==> src/rtl/vend_event_arbiter.sv <==
// Serializes single-cycle key events into one valid/ready event stream under
// fixed priority, with a per-source pending latch and a post-accept hold-off gap.
module vend_event_arbiter #(
    parameter int NUM_OF_PRODUCTS = 5,
    parameter int MONEY_BUTTONS   = 3,
    parameter int HOLDOFF_CYCLES  = 4
) (
    input  logic                       clk,
    input  logic                       rst,
    input  logic [NUM_OF_PRODUCTS-1:0] product_pulse,
    input  logic [MONEY_BUTTONS-1:0]   money_pulse,
    input  logic                       tran_cancel_pulse,
    input  logic                       product_refill_pulse,
    output logic                       evt_valid,
    input  logic                       evt_ready,
    output logic [1:0]                 evt_type,
    output logic [3:0]                 evt_index,
    output logic                       pend_overflow,
    output logic                       busy
);

    // Pending bit order is also priority order: lowest bit wins.
    localparam int R = NUM_OF_PRODUCTS + MONEY_BUTTONS + 2;
    localparam logic [7:0] HOLD_LOAD = (HOLDOFF_CYCLES > 0) ? 8'(HOLDOFF_CYCLES - 1) : 8'd0;

    typedef enum logic [1:0] {
        IDLE  = 2'd0,
        OFFER = 2'd1,
        HOLD  = 2'd2
    } state_t;

    state_t       state;
    state_t       state_nxt;
    logic [R-1:0] pend;
    logic [R-1:0] pend_nxt;
    logic [R-1:0] req;
    logic [R-1:0] clr;
    logic [7:0]   hold_cnt;
    logic [1:0]   type_q;
    logic [3:0]   index_q;
    logic         take;
    int           sel;
    logic [1:0]   sel_type;
    logic [3:0]   sel_index;

    function automatic int pri_sel(input logic [R-1:0] p);
        int s;
        s = 0;
        for (int i = R - 1; i >= 0; i--) begin
            if (p[i]) s = i;
        end
        return s;
    endfunction

    assign req  = {product_pulse, money_pulse, product_refill_pulse, tran_cancel_pulse};
    assign take = (state == IDLE) && (|pend);
    assign sel  = pri_sel(pend);

    always_comb begin
        sel_type  = 2'd0;
        sel_index = 4'd0;
        if (sel == 0) begin
            sel_type = 2'd2;
        end else if (sel == 1) begin
            sel_type = 2'd3;
        end else if (sel < MONEY_BUTTONS + 2) begin
            sel_type  = 2'd0;
            sel_index = 4'(sel - 2);
        end else begin
            sel_type  = 2'd1;
            sel_index = 4'(sel - 2 - MONEY_BUTTONS);
        end
    end

    // A new pulse on the source being latched this cycle re-arms it (set wins).
    always_comb begin
        clr = '0;
        for (int i = 0; i < R; i++) begin
            clr[i] = take && (sel == i);
        end
        pend_nxt = (pend & ~clr) | req;
    end

    always_ff @(posedge clk) begin
        if (rst) state <= IDLE;
        else     state <= state_nxt;
    end

    always_comb begin
        state_nxt = state;
        case (state)
            IDLE:    if (take) state_nxt = OFFER;
            OFFER:   if (evt_ready) state_nxt = (HOLDOFF_CYCLES > 0) ? HOLD : IDLE;
            HOLD:    if (hold_cnt == 8'd0) state_nxt = IDLE;
            default: state_nxt = IDLE;
        endcase
    end

    always_comb begin
        evt_valid = (state == OFFER);
        evt_type  = type_q;
        evt_index = index_q;
    end

    always_ff @(posedge clk) begin
        if (rst) begin
            pend          <= '0;
            hold_cnt      <= 8'd0;
            type_q        <= 2'd0;
            index_q       <= 4'd0;
            pend_overflow <= 1'b0;
            busy          <= 1'b0;
        end else begin
            pend <= pend_nxt;
            if (take) begin
                type_q  <= sel_type;
                index_q <= sel_index;
            end
            if (state == OFFER && evt_ready) begin
                hold_cnt <= HOLD_LOAD;
            end else if (state == HOLD && hold_cnt != 8'd0) begin
                hold_cnt <= hold_cnt - 8'd1;
            end
            pend_overflow <= |(req & pend & ~clr);
            busy          <= (state_nxt != IDLE) || (|pend_nxt);
        end
    end

endmodule

==> config.mk <==
export PLATFORM = sky130hd
export DESIGN_NAME = vend_event_arbiter
export DESIGN_NICKNAME = d
export VERILOG_FILES = /design/src/rtl/vend_event_arbiter.sv
export SDC_FILE = /design/constraint.sdc
export NUM_CORES = 1
export LEC_CHECK = 0
export ABC_CLOCK_PERIOD_IN_PS = 4100
export BUFFER_PORTS_ARGS = -buffer_cell sky130_fd_sc_hd__buf_2
export CAP_MARGIN = 20
export CELL_PAD_IN_SITES_DETAIL_PLACEMENT = 2
export CELL_PAD_IN_SITES_GLOBAL_PLACEMENT = 2
export CORE_ASPECT_RATIO = 2
export CORE_UTILIZATION = 35
export DETAILED_ROUTE_END_ITERATION = 16
export GPL_TIMING_DRIVEN = 0
export MAX_ROUTING_LAYER = met4
export PLACE_DENSITY = 0.8
export SETUP_SLACK_MARGIN = 0.2
export SYNTH_ARGS = -nofsm -noshare
export SYNTH_HDL_FRONTEND = slang
export SYNTH_SLANG_ARGS = --single-unit
==> constraint.sdc <==
create_clock -name clk -period 4.1 [get_ports clk]
set_clock_uncertainty 0.05 [all_clocks]
set_input_delay 0.205 -clock clk [delete_from_list [all_inputs] [get_ports clk]]
set_output_delay 0.205 -clock clk [all_outputs]
set_load 0.1 [all_outputs]
==> qor.tcl, run 1 <==
set qor(final_period_minus_worst_setup_slack_ps) 2749
set qor(flow.area_growth_from_synthesis_pct) 15.33
set qor(final_core_util_pct) 41.87
set qor(ys_ff_latch) 28
set qor(seq_power_share_pct) 43.2
set qor(crit_path_max_incr_delay_ps) 760
set qor(synthCells) 175
set qor(status) {complete, no violations}
set qor(clock.fmax_mhz) 363.7
set qor(synthesis.area_sq_um) 1469
set qor(numCtsBuffers) 3
set qor(drt_drc_violations_left) 0
set qor(post_route_non_filler_standard_cell_count) 252
set qor(drive_above_1_share_pct) 17.50
set qor(crit_required_ps) 4190
set qor(hold_path.class) {input port to register}
set qor(final_nets) 222
set qor(post_drt_via_cell_ratio) 5.460
set qor(path_clk_slew_ps) 100
set qor(critPathArrivalTime_ps) 2830
set qor(insertion_delay_ps) 280
set qor(layout.cells.most_common) {sky130_fd_sc_hd__nor2_1}
set qor(max-vdd-ir-drop_v) 0.0002308
set qor(place.port_buffers) 21
set qor(postSynthNetCount) 196
set qor(area_of_the_core_region_sq_um) 4046
set qor(timing_worst_slew_pin_value_ps) 927.3
set qor(place.detailed.hpwl_mm) 3.643
set qor(power_switching_share_pct) 38.31
set qor(setup_total_negative_slack_ps) 0
set qor(drt_first_iter_violations) 14
set qor(io-pin-count) 22
set qor(ctsHoldBuffers) 0
set qor(dr.pass1.iters) 4
set qor(cts-root-to-sink-buffers) 2
set qor(worstSetupStartpointType) {register}
set qor(critPathCaptureType) {register}
set qor(place_worst_setup_slack_ps) 1305
set qor(synth_sequential_area_ratio_pct) 38.16
set qor(fillers) 519
set qor(ant_nets) 0
set qor(num_rows) 33
set qor(ctsResizeCount) 0
set qor(ctsHtreeMaxLevel) 1
set qor(chipHeight_um) 93.62
set qor(clkPwrFrac_pct) 24.2
set qor(gp_routability_congestion) 0.8247
set qor(power.switching_mw) 0.2781
set qor(vias) 1376
set qor(postRouteWirelength_mm) 4.428
set qor(dieWidth_um) 47.81
set qor(rsz_0062_raised_after_global_routing) {no}
set qor(tritoncts) {done}
set qor(first_pass_grt_wire_length_mm) 6.789
set qor(clkSinkCount) 28
set qor(fin_crit_sh_pct) 67.06
set qor(post_synth.cell_area_avg_sq_um) 8.394
set qor(total_power_mw) 0.7258
set qor(p_comb_share_pct) 32.6
set qor(reg2reg_setup_slack_ps) 1350
set qor(clock-root-buffer) {sky130_fd_sc_hd__clkbuf_8}
set qor(critical-path-slowest-cell) {sky130_fd_sc_hd__o31ai_1}
set qor(critical_path.most_common_cell) {sky130_fd_sc_hd__nand2_1}
set qor(powerDensity_nw_per_um2) 428.4
set qor(drv_cap) 0
set qor(setup_viol) 0
set qor(relSlewSlack_pct) 37.65
set qor(setup_ws_ps) 1351
set qor(initial_utilization_pct) 36.30
set qor(distinct_cell_type_count_of_the_synthesized_netlist) 43
set qor(grt_usage_pct) 22.08
set qor(postCtsSetupRepairBufs) 0
set qor(hold_viol_final) 0
set qor(first_global_vias) 1494
set qor(leakage_nw) 0.6908
set qor(n_antenna_cell) 0
set qor(die_footprint_sq_um) 4476
set qor(grt_overflow_total) 0
set qor(path_max_fanout) 7
set qor(wl_per_cell_um) 17.57
set qor(placed_cells_incl_taps) 248
set qor(initial_antenna_violation_count) 0
set qor(commonest_cells_after_routing_fill_and_taps_aside) {30 x sky130_fd_sc_hd__nor2_1, 28 x sky130_fd_sc_hd__dfxtp_1, 21 x sky130_fd_sc_hd__buf_2}
set qor(crit_path_cell_trace) {inv_1 -> a211oi_1 -> o31ai_1 -> ha_1 -> nand2_1 -> a32oi_1 -> nand2_1 -> a221oi_1 -> a31oi_1}
set qor(p_int_mw) 0.4477
set qor(maximum_number_of_pins_on_one_net_before_global_route_repair) 16
set qor(slew_viol_final) 0
set qor(synth_warnings) 0
set qor(critPathKind) {register to register}
## final cells by class
class	count	area, sq um	share of cell area (%)
clock buffers	4	55.05	3.250
flip-flops and latches	28	560.5	33.09
inverters	11	41.29	2.437
multi-input cells	133	848.3	50.07
well taps	52	65.06	3.840
plain buffers	3	18.77	1.108
repair buffers	21	105.1	6.204
## registers in the layout, indices dropped and copies added (netlist names)
signal	count
hold_cnt	8
state	2
evt_type	2
evt_index	4
pend_overflow	1
busy	1
pend	10
## power groups by stage
stage          clock (mW)  combinational [mW]  sequential [mW]
4_1_cts             0.179               0.240            0.314
5_1_grt             0.190               0.255            0.317
2_1_floorplan           0               0.117            0.382
6_report            0.175               0.237            0.313
3_5_place_dp            0               0.238            0.320
3_3_place_gp            0               0.228            0.318
## metal layers
metal / vias up / global-route usage, % / wire length [um] / part of all wire [%]
li1: 666 / - / - / -
met1: 686 / 19.30 / 1530 / 35
met2: 19 / 43.92 / 2779 / 63
met3: 5 / 1.931 / 70 / 1.6
met4: 0 / 6.713 / 48 / 1.1
met5: - / - / 0 / 0
## logic make-up after synthesis
| logic type | Yosys count | share of synthesized area, % |
|---|---|---|
| buffers and inverters | 14 | 4.089 |
| and+or+nand+nor | 70 | 23.85 |
| xor gates and xnor gates | 8 | 4.770 |
| adders and majority gates | 8 | 6.815 |
| DFF | 28 | 38.16 |
| AOI/OAI and AO/OA | 47 | 22.32 |
## synth_stat cells
cell type / number / area, sq um
sky130_fd_sc_hd__o311a_1: 1 / 10.01
sky130_fd_sc_hd__inv_1: 11 / 41.29
sky130_fd_sc_hd__nor2b_1: 1 / 6.260
sky130_fd_sc_hd__o31a_2: 2 / 20.02
sky130_fd_sc_hd__a31oi_1: 4 / 25.02
sky130_fd_sc_hd__o21a_1: 2 / 15.01
sky130_fd_sc_hd__nand3b_1: 1 / 7.510
sky130_fd_sc_hd__xor2_1: 3 / 26.28
sky130_fd_sc_hd__nand2b_1: 5 / 31.28
sky130_fd_sc_hd__and2_2: 1 / 7.510
sky130_fd_sc_hd__a21oi_1: 15 / 75.07
sky130_fd_sc_hd__a21boi_0: 2 / 15.01
sky130_fd_sc_hd__and4_1: 1 / 8.760
sky130_fd_sc_hd__a22oi_1: 3 / 22.52
sky130_fd_sc_hd__nand2_1: 16 / 60.06
sky130_fd_sc_hd__nor4_4: 1 / 21.27
sky130_fd_sc_hd__or3_1: 3 / 18.77
sky130_fd_sc_hd__o211ai_1: 1 / 7.510
sky130_fd_sc_hd__nand4_1: 1 / 6.260
sky130_fd_sc_hd__ha_1: 8 / 100.1
sky130_fd_sc_hd__a211oi_1: 2 / 15.01
sky130_fd_sc_hd__and3_1: 1 / 6.260
sky130_fd_sc_hd__a221oi_1: 2 / 17.52
sky130_fd_sc_hd__xnor2_1: 5 / 43.79
sky130_fd_sc_hd__nor2_1: 30 / 112.6
sky130_fd_sc_hd__nor3b_1: 1 / 7.510
sky130_fd_sc_hd__o31ai_4: 1 / 21.27
sky130_fd_sc_hd__or4_4: 1 / 11.26
sky130_fd_sc_hd__or3b_1: 1 / 8.760
sky130_fd_sc_hd__buf_6: 1 / 11.26
sky130_fd_sc_hd__nand3_1: 2 / 10.01
sky130_fd_sc_hd__nor3_2: 1 / 10.01
sky130_fd_sc_hd__a211o_1: 1 / 8.760
sky130_fd_sc_hd__a221o_2: 1 / 11.26
sky130_fd_sc_hd__or2_2: 1 / 6.260
sky130_fd_sc_hd__nor3_1: 2 / 10.01
sky130_fd_sc_hd__o31ai_1: 1 / 7.510
sky130_fd_sc_hd__clkbuf_1: 2 / 7.510
sky130_fd_sc_hd__a32oi_1: 2 / 17.52
sky130_fd_sc_hd__dfxtp_1: 28 / 560.5
sky130_fd_sc_hd__a41oi_1: 1 / 8.760
sky130_fd_sc_hd__o21ai_1: 2 / 10.01
sky130_fd_sc_hd__o21ai_0: 4 / 20.02
## final timing paths
check | start | depth (start not counted) | to
setup reg to reg | pend[7] | 9 | pend_overflow
hold reg to reg | evt_type[1] | 2 | evt_type[1]
setup / recovery | pend[7] | 9 | pend_overflow
hold / removal | rst | 2 | evt_type[1]
## critical path, delay by kind of cell (launching register included)
| kind | cells | cell delay, ps |
|---|---|---|
| and+or+nand+nor | 2 | 220 |
| buffers and inverters | 1 | 90 |
| adders and majority gates | 1 | 400 |
| DFF | 1 | 340 |
| AOI/OAI and AO/OA | 5 | 1510 |
## per-stage QoR
step           hold slack (ps)  area (sq um)
2_1_floorplan            227.8          1469
3_3_place_gp             386.1          1639
3_5_place_dp             399.5          1639
4_1_cts                  94.30          1694
5_1_grt                  106.6          1694
6_report                 91.85          1694
No activity file was read; power rests on OpenSTA's default activity.
==> inputs of run 2 (changes only) <==
ABC_CLOCK_PERIOD_IN_PS = 2700   (was 4100)
CORE_UTILIZATION = 33   (was 35)
PLACE_DENSITY = 0.76   (was 0.8)
clock period = 2.7 ns   (was 4.1 ns; I/O delays follow)
==> run 2 against run 1 <==
- design area rose by 4.1%
- via count rose by 0.29%
- die area rose by 5.9%
- first-iteration DRC count rose by 36%
- sequential power rose by 53%
- global-route usage fell by 1.9 points
- core utilization fell by 0.81 points
==> qor.tcl, run 2 (synthesis results as in run 1) <==
set qor(clkSinkCount) 28 ;# unchanged
set qor(area_of_the_core_region_sq_um) 4297 ;# +6.2%
set qor(gp_routability_congestion) 0.7323 ;# -11%
set qor(ctsHtreeMaxLevel) 1 ;# unchanged
set qor(critPathCaptureType) {register}
set qor(path_clk_slew_ps) 90 ;# about the same
set qor(n_antenna_cell) 0 ;# unchanged
set qor(chipHeight_um) 96.35 ;# +2.9%
set qor(hold_viol_final) 0 ;# unchanged
set qor(ctsHoldBuffers) 0 ;# unchanged
set qor(fin_crit_sh_pct) 88.43 ;# +21 points
set qor(ant_nets) 0 ;# unchanged
set qor(final_core_util_pct) 41.06 ;# -0.81 points
set qor(timing_worst_slew_pin_value_ps) 602.2 ;# -325.1 ps
set qor(drv_cap) 0 ;# unchanged
set qor(path_max_fanout) 5 ;# -2
set qor(initial_utilization_pct) 34.19 ;# -2.1 points
set qor(io-pin-count) 22 ;# unchanged
set qor(rsz_0062_raised_after_global_routing) {yes}
set qor(final_nets) 225 ;# +1.4%
set qor(post_drt_via_cell_ratio) 5.391 ;# -1.3%
set qor(total_power_mw) 1.095 ;# +51%
set qor(setup_viol) 0 ;# unchanged
set qor(num_rows) 34 ;# +3.0%
set qor(leakage_nw) 0.7050 ;# +2.1%
set qor(numCtsBuffers) 3 ;# unchanged
set qor(drt_first_iter_violations) 19 ;# +5
set qor(wl_per_cell_um) 17.64 ;# +0.37%
set qor(place.detailed.hpwl_mm) 3.543 ;# -2.7%
set qor(maximum_number_of_pins_on_one_net_before_global_route_repair) 15 ;# -1
set qor(first_global_vias) 1509 ;# +1.0%
set qor(final_period_minus_worst_setup_slack_ps) 2388 ;# -361.9 ps
set qor(hold_path.class) {input port to register}
set qor(cts-root-to-sink-buffers) 2 ;# unchanged
set qor(worstSetupStartpointType) {register}
set qor(tritoncts) {done}
set qor(flow.area_growth_from_synthesis_pct) 20.10
set qor(clock.fmax_mhz) 418.8 ;# +15%
set qor(fillers) 520 ;# +0.19%
set qor(critical-path-top-delay-family) {compound AO/OA/AOI/OAI gates}
set qor(initial_antenna_violation_count) 0 ;# unchanged
set qor(crit_required_ps) 2780 ;# -1410 ps
set qor(vias) 1380 ;# +0.29%
set qor(critical-path-slowest-cell) {sky130_fd_sc_hd__dfxtp_4}
set qor(clock-root-buffer) {sky130_fd_sc_hd__clkbuf_8}
set qor(critPathArrivalTime_ps) 2470 ;# -360 ps
set qor(registers.top_by_ff_count) {pend}
set qor(powerDensity_nw_per_um2) 620.9 ;# +45%
set qor(first_pass_grt_wire_length_mm) 6.955 ;# +2.4%
set qor(crit_path_cell_trace) {nand2b_1 -> a221oi_2 -> o31a_2 -> buf_4 -> ha_1 -> a21boi_0 -> a32oi_1 -> nand2_1 -> a221oi_2 -> a31oi_1}
set qor(grt_usage_pct) 20.22 ;# -1.9 points
set qor(cp_num_buf_inv) 1 ;# unchanged
set qor(crit_path_max_incr_delay_ps) 370 ;# -390 ps
set qor(postRouteWirelength_mm) 4.515 ;# +2.0%
set qor(insertion_delay_ps) 270 ;# about the same
set qor(relSlewSlack_pct) 59.55 ;# +22 points
set qor(number_of_flip_flops_under_the_largest_register_name) 10 ;# unchanged
set qor(dieWidth_um) 49.18 ;# +2.9%
set qor(dr.pass1.iters) 4 ;# unchanged
set qor(drt_drc_violations_left) 0 ;# unchanged
set qor(layout.cells.most_common) {sky130_fd_sc_hd__nor2_1}
set qor(drive_above_1_share_pct) 22.77 ;# +5.3 points
set qor(die_footprint_sq_um) 4738 ;# +5.9%
set qor(reg2reg_setup_slack_ps) 310 ;# -1040 ps
set qor(commonest_cells_after_routing_fill_and_taps_aside) {30 x sky130_fd_sc_hd__nor2_1, 25 x sky130_fd_sc_hd__dfxtp_1, 21 x sky130_fd_sc_hd__buf_2}
set qor(grt_overflow_total) 0 ;# unchanged
set qor(slew_viol_final) 0 ;# unchanged
set qor(max-vdd-ir-drop_v) 0.0003656 ;# +58%
set qor(place.port_buffers) 21 ;# unchanged
set qor(status) {complete, no violations}
set qor(critPathKind) {register to register}
set qor(critical_path.most_common_cell) {sky130_fd_sc_hd__a221oi_2}
[run 2: cell count changes in the layout (fill, tap and decap cells not counted), moves of 2 or more]
cell / change
sky130_fd_sc_hd__a221oi_1: -2
sky130_fd_sc_hd__dfxtp_1: -3
sky130_fd_sc_hd__a221oi_2: +2
sky130_fd_sc_hd__ha_1: -2
sky130_fd_sc_hd__dfxtp_2: +2
sky130_fd_sc_hd__buf_4: +3
[run 2: stage by stage]
stage          worst slack (ps)  std cells  cell area (sq um)  TNS, ps  hold WS (ps)
2_1_floorplan             246.0        175               1469        0         157.8
3_3_place_gp              78.39        250               1642        0         313.7
3_5_place_dp             -41.20        250               1642   -77.71         328.9
5_1_grt                   157.5        256               1764        0         48.79
6_report                  312.5        256               1764        0         32.99
4_1_cts                   181.7        254               1712        0         28.41
[run 2: area by class of cell]
type / count / area (sq um) / area share (%)
flip-flops and latches: 28 / 566.8 / 32.13
clock buffers: 3 / 41.29 / 2.340
repair buffers: 24 / 127.6 / 7.234
plain buffers: 3 / 18.77 / 1.064
inverters: 11 / 41.29 / 2.340
multi-input cells: 133 / 900.9 / 51.06
well taps: 54 / 67.56 / 3.830
[run 2: power breakdown]
part           total (mW)  internal, mW  switching (mW)
logic               0.392         0.123           0.269
registers           0.480         0.446          0.0339
clock network       0.224         0.100           0.124
[run 2: final timing paths]
check	start	end	cells after the start
setup / recovery	pend[8]	pend_overflow	10
setup reg to reg	pend[8]	pend_overflow	10
hold / removal	rst	evt_type[1]	2
hold reg to reg	evt_type[0]	evt_type[0]	2
[run 2: timing repair]
action / 4_1_cts / 5_1_grt
pin swaps: 1 / 5
setup buffers: 1 / 2
resized for setup: 5 / 8
endpoints found under the setup margin: 6 / 4
[run 2: worst reg2reg max path, stage by stage (launching register included)]
cell,delay (ps)
sky130_fd_sc_hd__dfxtp_4,370
sky130_fd_sc_hd__nand2b_1,160
sky130_fd_sc_hd__a221oi_2,290
sky130_fd_sc_hd__o31a_2,230
sky130_fd_sc_hd__buf_4,130
sky130_fd_sc_hd__ha_1,200
sky130_fd_sc_hd__a21boi_0,140
sky130_fd_sc_hd__a32oi_1,200
sky130_fd_sc_hd__nand2_1,150
sky130_fd_sc_hd__a221oi_2,220
sky130_fd_sc_hd__a31oi_1,120
[run 2: routing by layer]
layer	routed length, um	GRT usage [%]	part of all wire (%)	up-vias
li1	-	-	-	668
met1	1547	17.51	34	695
met2	2837	41.89	63	13
met3	61	1.738	1.4	4
met4	68	9.314	1.5	0
met5	0	-	0	-
==> inputs of run 3 (changes only) <==
ABC_CLOCK_PERIOD_IN_PS = 2800   (was 2700)
CORE_UTILIZATION = 35   (was 33)
PLACE_DENSITY = 0.8   (was 0.76)
clock period = 2.8 ns   (was 2.7 ns; I/O delays follow)
==> run 3 against run 2 <==
- core utilization up 1.5 points
- maximum frequency down 1.7%
- design area is 2.3% lower
- clock power increased by 15%
- first-iteration DRC count shrank 11%
- worst setup slack gained 58 ps
- non-clock buffer count fell by 3
- die area fell by 5.5%
- via count shrank 0.58%
- sequential power is 4% lower
- clock-buffer cell count increased by 1
- final cell count down 1.6%
==> qor.tcl, run 3 (synthesis results as in run 1) <==
set qor(first_global_vias) 1494 ;# -0.99%
set qor(multi_input_comb_area_sq_um) 874.6 ;# -2.9%
set qor(ctsHoldBuffers) 0 ;# unchanged
set qor(wl_per_cell_um) 17.94 ;# +1.7%
set qor(setup_total_negative_slack_ps) 0 ;# unchanged
set qor(postRouteWirelength_mm) 4.520 ;# +0.11%
set qor(area_of_the_core_region_sq_um) 4046 ;# -5.8%
set qor(ctsHtreeMaxLevel) 1 ;# unchanged
set qor(status) {complete, no violations}
set qor(n_antenna_cell) 0 ;# unchanged
set qor(fillers) 511 ;# -1.7%
set qor(timing_worst_slew_pin_value_ps) 590.1 ;# -12.10 ps
set qor(place.detailed.hpwl_mm) 3.643 ;# +2.8%
set qor(dr.pass1.iters) 3 ;# -1
set qor(drt_first_iter_violations) 17 ;# -2
set qor(setup_viol) 0 ;# unchanged
set qor(number_of_flip_flops_under_the_largest_register_name) 10 ;# unchanged
set qor(worstSetupStartpointType) {register}
set qor(dieWidth_um) 47.81 ;# -2.8%
set qor(powerDensity_nw_per_um2) 623.8 ;# +0.46%
set qor(minimum_hold_slack_ps) 25.32 ;# -7.670 ps
set qor(regToRegEndpoint) {busy}
set qor(flow.area_growth_from_synthesis_pct) 17.29
set qor(initial_utilization_pct) 36.30 ;# +2.1 points
set qor(crit-reg2reg-launch) {pend[5]}
set qor(place.port_buffers) 21 ;# unchanged
set qor(crit_required_ps) 2880 ;# +100 ps
set qor(ant_nets) 0 ;# unchanged
set qor(max-vdd-ir-drop_v) 0.0002897 ;# -21%
set qor(gp_routability_congestion) 0.8247 ;# +13%
set qor(relSlewSlack_pct) 60.37 ;# +0.81 points
set qor(fin_crit_sh_pct) 86.78 ;# -1.6 points
set qor(min_path_cells) 2 ;# unchanged
set qor(grt_usage_pct) 22.09 ;# +1.9 points
set qor(maximum_number_of_pins_on_one_net_before_global_route_repair) 16 ;# +1
set qor(path_clk_slew_ps) 100 ;# about the same
set qor(critPathArrivalTime_ps) 2510 ;# +40 ps
set qor(seq_area_sq_um) 563.0 ;# -0.66%
set qor(leakage_nw) 0.6935 ;# -1.6%
set qor(final_period_minus_worst_setup_slack_ps) 2430 ;# +42.43 ps
set qor(commonest_cells_after_routing_fill_and_taps_aside) {30 x sky130_fd_sc_hd__nor2_1, 26 x sky130_fd_sc_hd__dfxtp_1, 21 x sky130_fd_sc_hd__buf_2}
set qor(final_nets) 222 ;# -1.3%
set qor(clkSinkCount) 28 ;# unchanged
set qor(drv_cap) 0 ;# unchanged
set qor(clock-root-buffer) {sky130_fd_sc_hd__clkbuf_8}
set qor(path_max_fanout) 6 ;# +1
set qor(grt_overflow_total) 0 ;# unchanged
set qor(hold_path.class) {input port to register}
set qor(tritoncts) {done}
set qor(die_footprint_sq_um) 4476 ;# -5.5%
set qor(rsz_0062_raised_after_global_routing) {no}
set qor(min_to) {evt_type[1]}
set qor(clock.fmax_mhz) 411.5 ;# -1.7%
set qor(critPathCaptureType) {register}
set qor(cell_depth_of_the_worst_flop_to_flop_path) 9 ;# -1
set qor(postCtsSetupRepairBufs) 0 ;# -1
set qor(slew_viol_final) 0 ;# unchanged
set qor(first_pass_grt_wire_length_mm) 6.789 ;# -2.4%
set qor(reg2reg_setup_slack_ps) 370 ;# +60 ps
set qor(drt_drc_violations_left) 0 ;# unchanged
set qor(vias) 1372 ;# -0.58%
set qor(initial_antenna_violation_count) 0 ;# unchanged
set qor(io-pin-count) 22 ;# unchanged
set qor(numCtsBuffers) 3 ;# unchanged
set qor(hold_viol_final) 0 ;# unchanged
set qor(min-delay-start) {rst}
set qor(chipHeight_um) 93.62 ;# -2.8%
set qor(drive_above_1_share_pct) 19.50 ;# -3.3 points
set qor(layout.cells.most_common) {sky130_fd_sc_hd__nor2_1}
set qor(critPathKind) {register to register}
set qor(cts-root-to-sink-buffers) 2 ;# unchanged
set qor(final_core_util_pct) 42.58 ;# +1.5 points
set qor(num_rows) 33 ;# -2.9%
set qor(insertion_delay_ps) 280 ;# about the same
set qor(registers.top_by_ff_count) {pend}
set qor(post_drt_via_cell_ratio) 5.444 ;# +1.0%
## run 3: cell types whose count changed in the layout (fill, tap and decap cells not counted), sizes merged
cell | previous run | this run
clkbuf | 5 | 6
buf | 25 | 22
## run 3: report_power, final
group,internal (mW),switching [mW]
registers,0.430,0.0325
clock network,0.126,0.132
logic,0.104,0.251
## run 3: what timing repair did
| item | 4_1_cts | 5_1_grt |
|---|---|---|
| endpoints found under the setup margin | 3 | 3 |
| pin swaps | 0 | 0 |
| gates resized for setup | 2 | 4 |
## run 3: how the worst max path moves through the flow
stage,startpoint,endpoint,slack (ps),cells past startpoint
after detailed placement,pend[6],pend_overflow,4,9
final,pend[5],busy,370,9
after global routing,pend[5],busy,190,9
after CTS,pend[9],evt_index[1],240,9
after floorplan,state[0],hold_cnt[2],350,5
after global placement,pend[7],busy,180,9
## run 3: layout make-up
type / instances / share of cell area (%)
Tap cell: 52 / 3.776
Inverter: 11 / 2.397
Multi-Input combinational cell: 133 / 50.76
Sequential cell: 28 / 32.68
Buffer: 3 / 1.089
Clock buffer: 4 / 3.195
Timing Repair Buffer: 21 / 6.100
## run 3: layer usage
metal | wire (um) | up-vias | track usage [%]
li1 | - | 668 | -
met1 | 1579 | 684 | 19.33
met2 | 2830 | 15 | 43.92
met3 | 61 | 5 | 1.931
met4 | 48 | 0 | 6.713
met5 | 0 | - | -
## run 3: per-stage QoR
step / instances / setup slack (ps) / total power [mW] / cell area [sq um]
finish: 252 / 370.0 / 1.075 / 1723
global route: 252 / 190.2 / 1.125 / 1723
CTS: 252 / 240.9 / 1.078 / 1705
detailed placement: 248 / 4.499 / 0.8174 / 1639
global placement: 248 / 176.2 / 0.7992 / 1639
floorplan: 175 / 346.0 / 0.7300 / 1469
## run 3: worst max-delay path, stage by stage, from the launching register on
cell and delay, ps:
sky130_fd_sc_hd__dfxtp_1 440, sky130_fd_sc_hd__inv_1 90, sky130_fd_sc_hd__a221oi_2 300, sky130_fd_sc_hd__o31a_2 230
sky130_fd_sc_hd__ha_1 270, sky130_fd_sc_hd__nand3_1 200, sky130_fd_sc_hd__o21a_1 250, sky130_fd_sc_hd__nor2_1 120
sky130_fd_sc_hd__and4_1 200, sky130_fd_sc_hd__a41oi_1 120
